File: src/rtl/tail_lights_pkg.sv
// Shared types and helpers for the tail-light sequencer.
package tail_lights_pkg;

    typedef enum logic [1:0] {
        IDLE   = 2'd0,
        LSEQ   = 2'd1,
        RSEQ   = 2'd2,
        HAZ_ON = 2'd3
    } state_t;

    localparam int unsigned MASK_W  = 8;
    localparam int unsigned MASK_CW = 3;

    // Thermometer mask: bits 0..cnt set, wide enough for the largest lamp count.
    function automatic logic [MASK_W-1:0] thermo_mask(input logic [MASK_CW-1:0] cnt);
        logic [MASK_W-1:0] m;
        m = '0;
        for (int unsigned i = 0; i < MASK_W; i++) begin
            m[i] = (i <= 32'(cnt));
        end
        return m;
    endfunction

endpackage

File: src/rtl/tail_lights_gen_if.sv
// Request inputs and lamp outputs of the tail-light sequencer.
interface tail_lights_gen_if #(
    parameter int unsigned N_PER_SIDE = 3
);
    logic                  LEFT;
    logic                  RIGHT;
    logic                  HAZ;
    logic                  BRAKE;
    logic [N_PER_SIDE-1:0] LIGHTS_L;
    logic [N_PER_SIDE-1:0] LIGHTS_R;
    logic                  BUSY;

    modport master (
        output LEFT, RIGHT, HAZ, BRAKE,
        input  LIGHTS_L, LIGHTS_R, BUSY
    );

    modport slave (
        input  LEFT, RIGHT, HAZ, BRAKE,
        output LIGHTS_L, LIGHTS_R, BUSY
    );
endinterface

File: src/rtl/tail_lights_tick.sv
// Step prescaler: STEP is high in the last cycle of every TICK_DIV-cycle period.
module tail_lights_tick #(
    parameter int unsigned TICK_DIV = 1
) (
    input  logic CLOCK,
    input  logic RESET_N,
    output logic STEP
);
    localparam int unsigned CW = (TICK_DIV > 1) ? $clog2(TICK_DIV) : 1;
    localparam logic [CW-1:0] LAST = CW'(TICK_DIV - 1);

    logic [CW-1:0] count;

    always_ff @(posedge CLOCK) begin
        if (!RESET_N) begin
            count <= '0;
        end else if (count == LAST) begin
            count <= '0;
        end else begin
            count <= count + CW'(1);
        end
    end

    assign STEP = (count == LAST);
endmodule

File: src/rtl/tail_lights_gen.sv
// Turn / hazard / brake tail-light sequencer with registered lamp outputs.
module tail_lights_gen
    import tail_lights_pkg::*;
#(
    parameter int unsigned N_PER_SIDE = 3,
    parameter int unsigned TICK_DIV   = 1
) (
    input logic            CLOCK,
    input logic            RESET_N,
    tail_lights_gen_if.slave bus
);
    localparam int unsigned CW = (N_PER_SIDE > 1) ? $clog2(N_PER_SIDE) : 1;
    localparam logic [CW-1:0]         CNT_LAST = CW'(N_PER_SIDE - 1);
    localparam logic [N_PER_SIDE-1:0] ALL_ON   = '1;

    logic                  step;
    state_t                state;
    state_t                next_state;
    logic [CW-1:0]         cnt;
    logic [CW-1:0]         next_cnt;
    logic [N_PER_SIDE-1:0] lights_l_c;
    logic [N_PER_SIDE-1:0] lights_r_c;
    logic                  busy_c;

    tail_lights_tick #(.TICK_DIV(TICK_DIV)) u_tick (
        .CLOCK   (CLOCK),
        .RESET_N (RESET_N),
        .STEP    (step)
    );

    // State, step index and lamp registers.
    always_ff @(posedge CLOCK) begin
        if (!RESET_N) begin
            state        <= IDLE;
            cnt          <= '0;
            bus.LIGHTS_L <= '0;
            bus.LIGHTS_R <= '0;
            bus.BUSY     <= 1'b0;
        end else begin
            state        <= next_state;
            cnt          <= next_cnt;
            bus.LIGHTS_L <= lights_l_c;
            bus.LIGHTS_R <= lights_r_c;
            bus.BUSY     <= busy_c;
        end
    end

    // Transitions happen only on STEP; a reached last lamp beats any abort.
    always_comb begin
        next_state = state;
        next_cnt   = cnt;
        if (step) begin
            case (state)
                IDLE: begin
                    next_cnt = '0;
                    if (bus.HAZ || (bus.LEFT && bus.RIGHT)) next_state = HAZ_ON;
                    else if (bus.LEFT)                      next_state = LSEQ;
                    else if (bus.RIGHT)                     next_state = RSEQ;
                end
                LSEQ: begin
                    if (cnt == CNT_LAST) begin
                        next_state = IDLE;
                        next_cnt   = '0;
                    end else if (bus.HAZ) begin
                        next_state = HAZ_ON;
                        next_cnt   = '0;
                    end else if (bus.RIGHT) begin
                        next_state = IDLE;
                        next_cnt   = '0;
                    end else begin
                        next_cnt = cnt + CW'(1);
                    end
                end
                RSEQ: begin
                    if (cnt == CNT_LAST) begin
                        next_state = IDLE;
                        next_cnt   = '0;
                    end else if (bus.HAZ) begin
                        next_state = HAZ_ON;
                        next_cnt   = '0;
                    end else if (bus.LEFT) begin
                        next_state = IDLE;
                        next_cnt   = '0;
                    end else begin
                        next_cnt = cnt + CW'(1);
                    end
                end
                default: begin
                    next_state = IDLE;
                    next_cnt   = '0;
                end
            endcase
        end
    end

    // Lamp decode of the upcoming state; BRAKE lights every side not turning.
    always_comb begin
        lights_l_c = bus.BRAKE ? ALL_ON : '0;
        lights_r_c = bus.BRAKE ? ALL_ON : '0;
        busy_c     = 1'b0;
        case (next_state)
            LSEQ: begin
                lights_l_c = N_PER_SIDE'(thermo_mask(MASK_CW'(next_cnt)));
                busy_c     = 1'b1;
            end
            RSEQ: begin
                lights_r_c = N_PER_SIDE'(thermo_mask(MASK_CW'(next_cnt)));
                busy_c     = 1'b1;
            end
            HAZ_ON: begin
                lights_l_c = ALL_ON;
                lights_r_c = ALL_ON;
                busy_c     = 1'b1;
            end
            default: ;
        endcase
    end
endmodule
File: src/flat_wrapper.sv
// flat-port wrapper written by rule: the top's interface ports become plain ports
module tail_lights_gen_flat import tail_lights_pkg::*;
#(
    parameter int unsigned N_PER_SIDE = 3,
    parameter int unsigned TICK_DIV   = 1
)
  (CLOCK, RESET_N, bus_LEFT, bus_RIGHT, bus_HAZ, bus_BRAKE, bus_LIGHTS_L, bus_LIGHTS_R, bus_BUSY);
  tail_lights_gen_if #(.N_PER_SIDE(N_PER_SIDE)) bus_i ();
  input logic CLOCK;
  input logic RESET_N;
  input wire logic [$bits(bus_i.LEFT)-1:0] bus_LEFT;
  input wire logic [$bits(bus_i.RIGHT)-1:0] bus_RIGHT;
  input wire logic [$bits(bus_i.HAZ)-1:0] bus_HAZ;
  input wire logic [$bits(bus_i.BRAKE)-1:0] bus_BRAKE;
  output wire logic [$bits(bus_i.LIGHTS_L)-1:0] bus_LIGHTS_L;
  output wire logic [$bits(bus_i.LIGHTS_R)-1:0] bus_LIGHTS_R;
  output wire logic [$bits(bus_i.BUSY)-1:0] bus_BUSY;
  assign bus_i.LEFT = bus_LEFT;
  assign bus_i.RIGHT = bus_RIGHT;
  assign bus_i.HAZ = bus_HAZ;
  assign bus_i.BRAKE = bus_BRAKE;
  assign bus_LIGHTS_L = bus_i.LIGHTS_L;
  assign bus_LIGHTS_R = bus_i.LIGHTS_R;
  assign bus_BUSY = bus_i.BUSY;
  tail_lights_gen #(.N_PER_SIDE(N_PER_SIDE), .TICK_DIV(TICK_DIV)) u_core (.CLOCK(CLOCK), .RESET_N(RESET_N), .bus(bus_i));
endmodule
File: config.mk
export PLATFORM = sky130hd
export DESIGN_NAME = tail_lights_gen_flat
export DESIGN_NICKNAME = d
export VERILOG_FILES = /design/src/rtl/tail_lights_pkg.sv /design/src/rtl/tail_lights_gen_if.sv /design/src/rtl/tail_lights_tick.sv /design/src/rtl/tail_lights_gen.sv /design/src/flat_wrapper.sv
export SDC_FILE = /design/constraint.sdc
export NUM_CORES = 1
export LEC_CHECK = 0
export CORE_MARGIN = 2
export CORE_UTILIZATION = 25
export DETAILED_ROUTE_END_ITERATION = 6
export SYNTH_ARGS = -nofsm -noshare
export SYNTH_HDL_FRONTEND = slang
export SYNTH_SLANG_ARGS = --single-unit
File: constraint.sdc
create_clock -name CLOCK -period 1.6 [get_ports CLOCK]
set_clock_uncertainty 0.1 [all_clocks]
set_input_delay 0.32 -clock CLOCK [delete_from_list [all_inputs] [get_ports CLOCK]]
set_output_delay 0.32 -clock CLOCK [all_outputs]
set_load 0.01 [all_outputs]
== After elaboration in Yosys (flattened, before gate mapping) ==
Cells that the tools add are included.
Word-level totals
  register bits: 12
  output and inout port bits: 7
  word-level logic and storage cells: 44
  input port bits: 6
Operators by class
  order comparisons: 2
  mux-type cells: 23
  equality and inequality tests: 6
  add/subtract/negate cells: 2
  reduce and logical (&&, ||, !) cells: 5
Operator list (count)
  2-bit 2-to-1 mux: 17
  3-bit case mux with 2 select lines: 2
  2-bit == test, second input constant: 4
  2-bit case mux with 3 select lines: 1
  2-bit by 1-bit == test with 1-bit output, second input constant: 2
  2-bit case mux with 2 select lines: 1
  3-bit 2-to-1 mux: 1
  3-bit OR reduction: 1
  2-bit by 1-bit adder with 2-bit output, second input constant: 1
  1-bit by 2-bit less-or-equal comparator with 1-bit output, first input constant: 1
  2-bit less-or-equal comparator, first input constant: 1
  2-bit logical NOT: 1
  2-bit AND reduction: 1
  1-bit adder, second input constant: 1
  1-bit logical AND: 1
  1-bit logical OR: 1
  1-bit 2-to-1 mux: 1

== Logic depth before layout (Yosys ltp) ==
  depth in word-level cells: 8
  depth in mapped cells: 7
  depth with buffers taken out: 7

== By module ==
Synthesis repeated with hierarchy kept, for this count alone.
Second synthesis, totals
  cell total of the unflattened synthesis: 65
  area, all modules: 618.1 um2
By module, submodules not included
  tail_lights_gen: area each 590.6 um2, times used 1, seq. area each 220.2 um2, cells each 62
  tail_lights_tick: area each 27.5 um2, times used 1, seq. area each 20.0 um2, cells each 3

== Worst setup path after synthesis ==
No wires, ideal clock.
  path kind: reg2reg
  start point: reg u_core.cnt[0]
  end point: reg u_core.bus.LIGHTS_L[2]
  library setup time: 134 ps
  buffers on the path: 0
  clock period less this slack: 1628 ps
  data required time: 1366 ps
  stages on the path, launching flop included: 8
  data arrival time: 1394 ps
  path slack: -28 ps
  cells stage by stage: dfxtp_1 inv_1 ha_1 nor2b_1 o21ai_0 a311oi_1 or2_1 a31oi_1
On the way
  word-level cells in the longest chain between the ends: 8
  elaborated cells on any way between the ends: 18
  those cells by class: add/sub (1); order compare (1); eq/ne (3); mux (13)
RTL lines
  from (decl): line tail_lights_gen.sv:19  | logic [CW-1:0] cnt;
  from (signal assigned): line tail_lights_gen.sv:41  | cnt <= next_cnt;
  2-bit by 1-bit adder with 2-bit output: line tail_lights_gen.sv:71, tail_lights_gen.sv:85
  2-bit 2-to-1 mux, on equally long branches: line tail_lights_gen.sv:81, tail_lights_gen.sv:67
  2-bit 2-to-1 mux, on equally long branches: line tail_lights_gen.sv:78, tail_lights_gen.sv:64
  2-bit 2-to-1 mux, on equally long branches: line tail_lights_gen.sv:75, tail_lights_gen.sv:61
  2-bit case mux with 2 select lines: line tail_lights_gen.sv:53  | case (state)
  2-bit 2-to-1 mux: line tail_lights_gen.sv:52  | if (step) begin
  2-bit less-or-equal comparator: line tail_lights_pkg.sv:19  | m[i] = (i <= 32'(cnt));
  3-bit case mux with 2 select lines *: line tail_lights_gen.sv:101  | case (next_state)
  to (signal assigned): line tail_lights_gen.sv:42  | bus.LIGHTS_L <= lights_l_c;
  to (decl): line tail_lights_gen_if.sv:20  | output LIGHTS_L, LIGHTS_R, BUSY
Every way passes the cells marked *; elsewhere a longest branch is shown, timed or not.
A chain may end at the register's enable or synchronous reset.

== Final worst setup path ==
  start point: reg u_core.state[1]
  end point: reg u_core.bus.LIGHTS_R[1]
On the way
  word-level cells in the longest chain between the ends: 7
  elaborated cells on any way between the ends: 20
  those cells by class: order compare (1); eq/ne (4); mux (14); reduce/logical (1)
RTL lines
  from (decl): line tail_lights_gen.sv:17  | state_t state;
  from (signal assigned): line tail_lights_gen.sv:40  | state <= next_state;
  2-bit 2-to-1 mux, on equally long branches: line tail_lights_gen.sv:81, tail_lights_gen.sv:58, tail_lights_gen.sv:67
  2-bit 2-to-1 mux, on equally long branches: line tail_lights_gen.sv:78, tail_lights_gen.sv:57, tail_lights_gen.sv:64
  2-bit 2-to-1 mux, on equally long branches: line tail_lights_gen.sv:75, tail_lights_gen.sv:56, tail_lights_gen.sv:61
  2-bit case mux with 3 select lines: line tail_lights_gen.sv:53
  2-bit 2-to-1 mux: line tail_lights_gen.sv:52
  2-bit == test: line tail_lights_gen.sv:101
  3-bit case mux with 2 select lines *: line tail_lights_gen.sv:101
  to (signal assigned): line tail_lights_gen.sv:43  | bus.LIGHTS_R <= lights_r_c;
  to (decl): line tail_lights_gen_if.sv:20
Marks and branches as above.

==> flow_summary.ini <==
[outcome]
status = complete, but fails checks
violations = setup timing

[hold_path]
holdPathEnd = u_core.cnt[1]$_SDFF_PN0_
min_path_type = reg2reg
min_path_cells = 2
min_from = u_core.cnt[1]$_SDFF_PN0_

[power_and_ir_drop]
clock_power_share_pct = 29.1
p_int_uw = 600
seqPwrFrac_pct = 42.1
power_density_nw_per_um2 = 851
p_sw_uw = 228
p_comb_share_pct = 28.8
irDropWorstVdd_v = 0.000463
p_leak_uw = 0.000380
switching_share_pct = 27.5

[sta]
fmax_mhz = 594
finalSetupViolCount = 7
period_minus_slack_ns = 1.68
whs_ns = 0.568
rsz0062_at_grt = yes
hold_viol = 0
fin_ws_ns = -0.0826
drv_slew = 0
fin_crit_sh_pct = 105

[setup_path]
path_delay_family = compound AO/OA/AOI/OAI gates
crit_type = reg2reg
cp_slowest_cell = o31ai_1
reg2reg_slack_ns = -0.08
reg2reg_to = u_core.bus.LIGHTS_R[1]$_SDFF_PN0_
r2r_cells = 6
path_cells = buf_6, nor2b_4, o31ai_2, a311oi_2, o31ai_1, a31oi_1
slowest_delay_ns = 0.38
crit_cells = 6
path_max_fanout = 4
cp_num_buf_inv = 1
cp-start-kind = flip-flop
worst_setup_path_end_kind = flip-flop
critPathArrivalTime_ns = 1.73
worstPathRequired_ns = 1.65
reg2reg_from = u_core.state[1]$_SDFF_PN0_

[die]
floorplan.initialDensity_pct = 26.5
dieWidth_um = 52.4
die_area_sq_um = 2750
io_pins = 13
die_h_um = 52.4
core_sq_um = 2210
row_count = 17

[grt]
antenna_found_initial = 0
grt_use_total_pct = 11.3
grt_start_max_net_pins = 9
grt_pass1_vias = 508
grt_pass1_wl_um = 2150
gr-total-overflow = 0

[route]
firstDrtPassIters = 4
highest-signal-layer = met4
wl_met3_um = 67
vias = 528
wl_per_cell_um = 11.8
drt-initial-drc-count = 5
antenna_left = 0
met1_length_um = 569
dr_wl_met2_um = 717
post_drt_via_cell_ratio = 4.59
drc = 0
drt_wl_total_um = 1360

[clock_network]
holdBufCountCts = 0
clock_sinks = 12
cts_max_level = 1
cts_tree = done
root_buffer = clkbuf_4
path_clk_slew_ns = 0.07
worstSkewPairLatency_ns = 0.28
clock_path_buffers = 2
cts-buffers-inserted = 3

[final_layout]
nNetsFinal = 99
stdcell_count = 115
drive_above_1_share_pct = 39.1
layout_commonest_cell = dfxtp_1
diodes = 0
syn_to_final_growth_pct = 66.2
layout_common_cells = dfxtp_1, clkdlybuf4s50_1, nor2b_1
utilization_pct = 44.0

[synthesis]
yosys.area_share.simple_pct = 23.1
synthesis.area_sq_um = 586
muxShareOfSynthArea_pct = 0
syn_nets = 77
yosysTopAreaCellShare_pct = 41.0
synthXorXnorAreaFrac_pct = 0
synth_top_area_cell = dfxtp_1
syn_area_per_cell_sq_um = 8.87
ys_warn_count = 0
synth-seq-cells = 12
synth-compound-area-share_pct = 21.4
ys_top_cells_by_area = dfxtp_1, ha_1, nor2b_1, o31ai_1, a31oi_1
yosysSeqAreaShare_pct = 41.0
synthCells = 66
synth_adder_area_share_pct = 10.7
synth_cell_types = 19
synth_top_family_by_area = simple AND/OR/NAND/NOR gates

[placed_design]
dpl.hpwl_um = 943
gp_congestion = 0.701
dp.cells = 112
portBuffers = 12
place_worst_setup_slack_ns = -0.444

[run]
drv_cap = 0
## worst reg2reg max path, cell delays in order (launching register included)
cell and delay, ns:
dfxtp_4 0.37, buf_6 0.12, nor2b_4 0.12, o31ai_2 0.23, a311oi_2 0.15, o31ai_1 0.38
a31oi_1 0.08
## worst max-delay path by stage
stage,start,to,slack (ns)
after floorplan,u_core.cnt[0]$_SDFF_PN0_,u_core.bus.LIGHTS_L[2]$_SDFF_PN0_,0.004
after global placement,bus_HAZ,u_core.bus.LIGHTS_R[1]$_SDFF_PN0_,-0.41
after detailed placement,bus_HAZ,u_core.bus.LIGHTS_R[1]$_SDFF_PN0_,-0.44
after CTS,u_core.state[0]$_SDFF_PN0_,u_core.state[0]$_SDFF_PN0_,-0.05
after global routing,u_core.state[1]$_SDFF_PN0_,u_core.bus.LIGHTS_R[1]$_SDFF_PN0_,-0.16
final,u_core.state[1]$_SDFF_PN0_,u_core.bus.LIGHTS_R[1]$_SDFF_PN0_,-0.08
## routing by layer
metal | global-route usage [%] | vias to the layer above
met4 | 2.56 | 0
met3 | 6.00 | 2
met5 | 0 | -
met1 | 11.9 | 242
met2 | 19.8 | 11
li1 | - | 273
## registers in the layout, indices dropped and copies added (netlist names)
| register | cells |
|---|---|
| u_core.bus.BUSY | 1 |
| u_core.bus.LIGHTS_L | 3 |
| u_core.bus.LIGHTS_R | 3 |
| u_core.cnt | 2 |
| u_core.state | 2 |
| u_core.u_tick.count | 1 |
## cells by family after synthesis
kind of cell	count (synthesis)
adders and majority gates	5
DFF	12
and+or+nand+nor	23
other	1
buffers and inverters	5
AOI/OAI and AO/OA	20
## cells in the mapped netlist, drive strengths merged
| cell type | count |
|---|---|
| a21boi | 1 |
| a21oi | 2 |
| a311oi | 2 |
| a31oi | 4 |
| and2 | 5 |
| conb | 1 |
| dfxtp | 12 |
| ha | 5 |
| inv | 5 |
| nand2 | 2 |
| nor2 | 4 |
| nor2b | 9 |
| nor4b | 1 |
| o21ai | 7 |
| o31ai | 4 |
| or2 | 2 |
## power by group through the flow
| stage | logic, uW | registers (uW) | clock network, uW |
|---|---|---|---|
| final | 238 | 349 | 241 |
| after global routing | 258 | 353 | 269 |
| after CTS | 230 | 349 | 248 |
| after detailed placement | 183 | 349 | 0 |
| after global placement | 181 | 350 | 0 |
| after floorplan | 78.2 | 359 | 0 |
## repair_timing
action	in CTS	in global routing
cloned	0	0
setup endpoints to repair	11	12
gates resized for setup	40	5
pin swaps	14	8
buffers inserted	2	0
## layout make-up
cell class,instances,area [sq um]
fillers,223,1240
multi-input cells,49,465
flip-flops and latches,12,249
repair buffers,17,164
clock buffers,4,36.3
well taps,28,35.0
inverters,5,23.8
## metrics by stage
stage                     instance area, sq um  TNS [ns]  power [uW]
after floorplan                            587         0         437
after global placement                     787     -3.81         530
after detailed placement                   787     -3.93         533
after CTS                                  962    -0.192         826
after global routing                       973     -1.11         881
final                                      973    -0.338         828
Power figures use the tool's default switching activity.
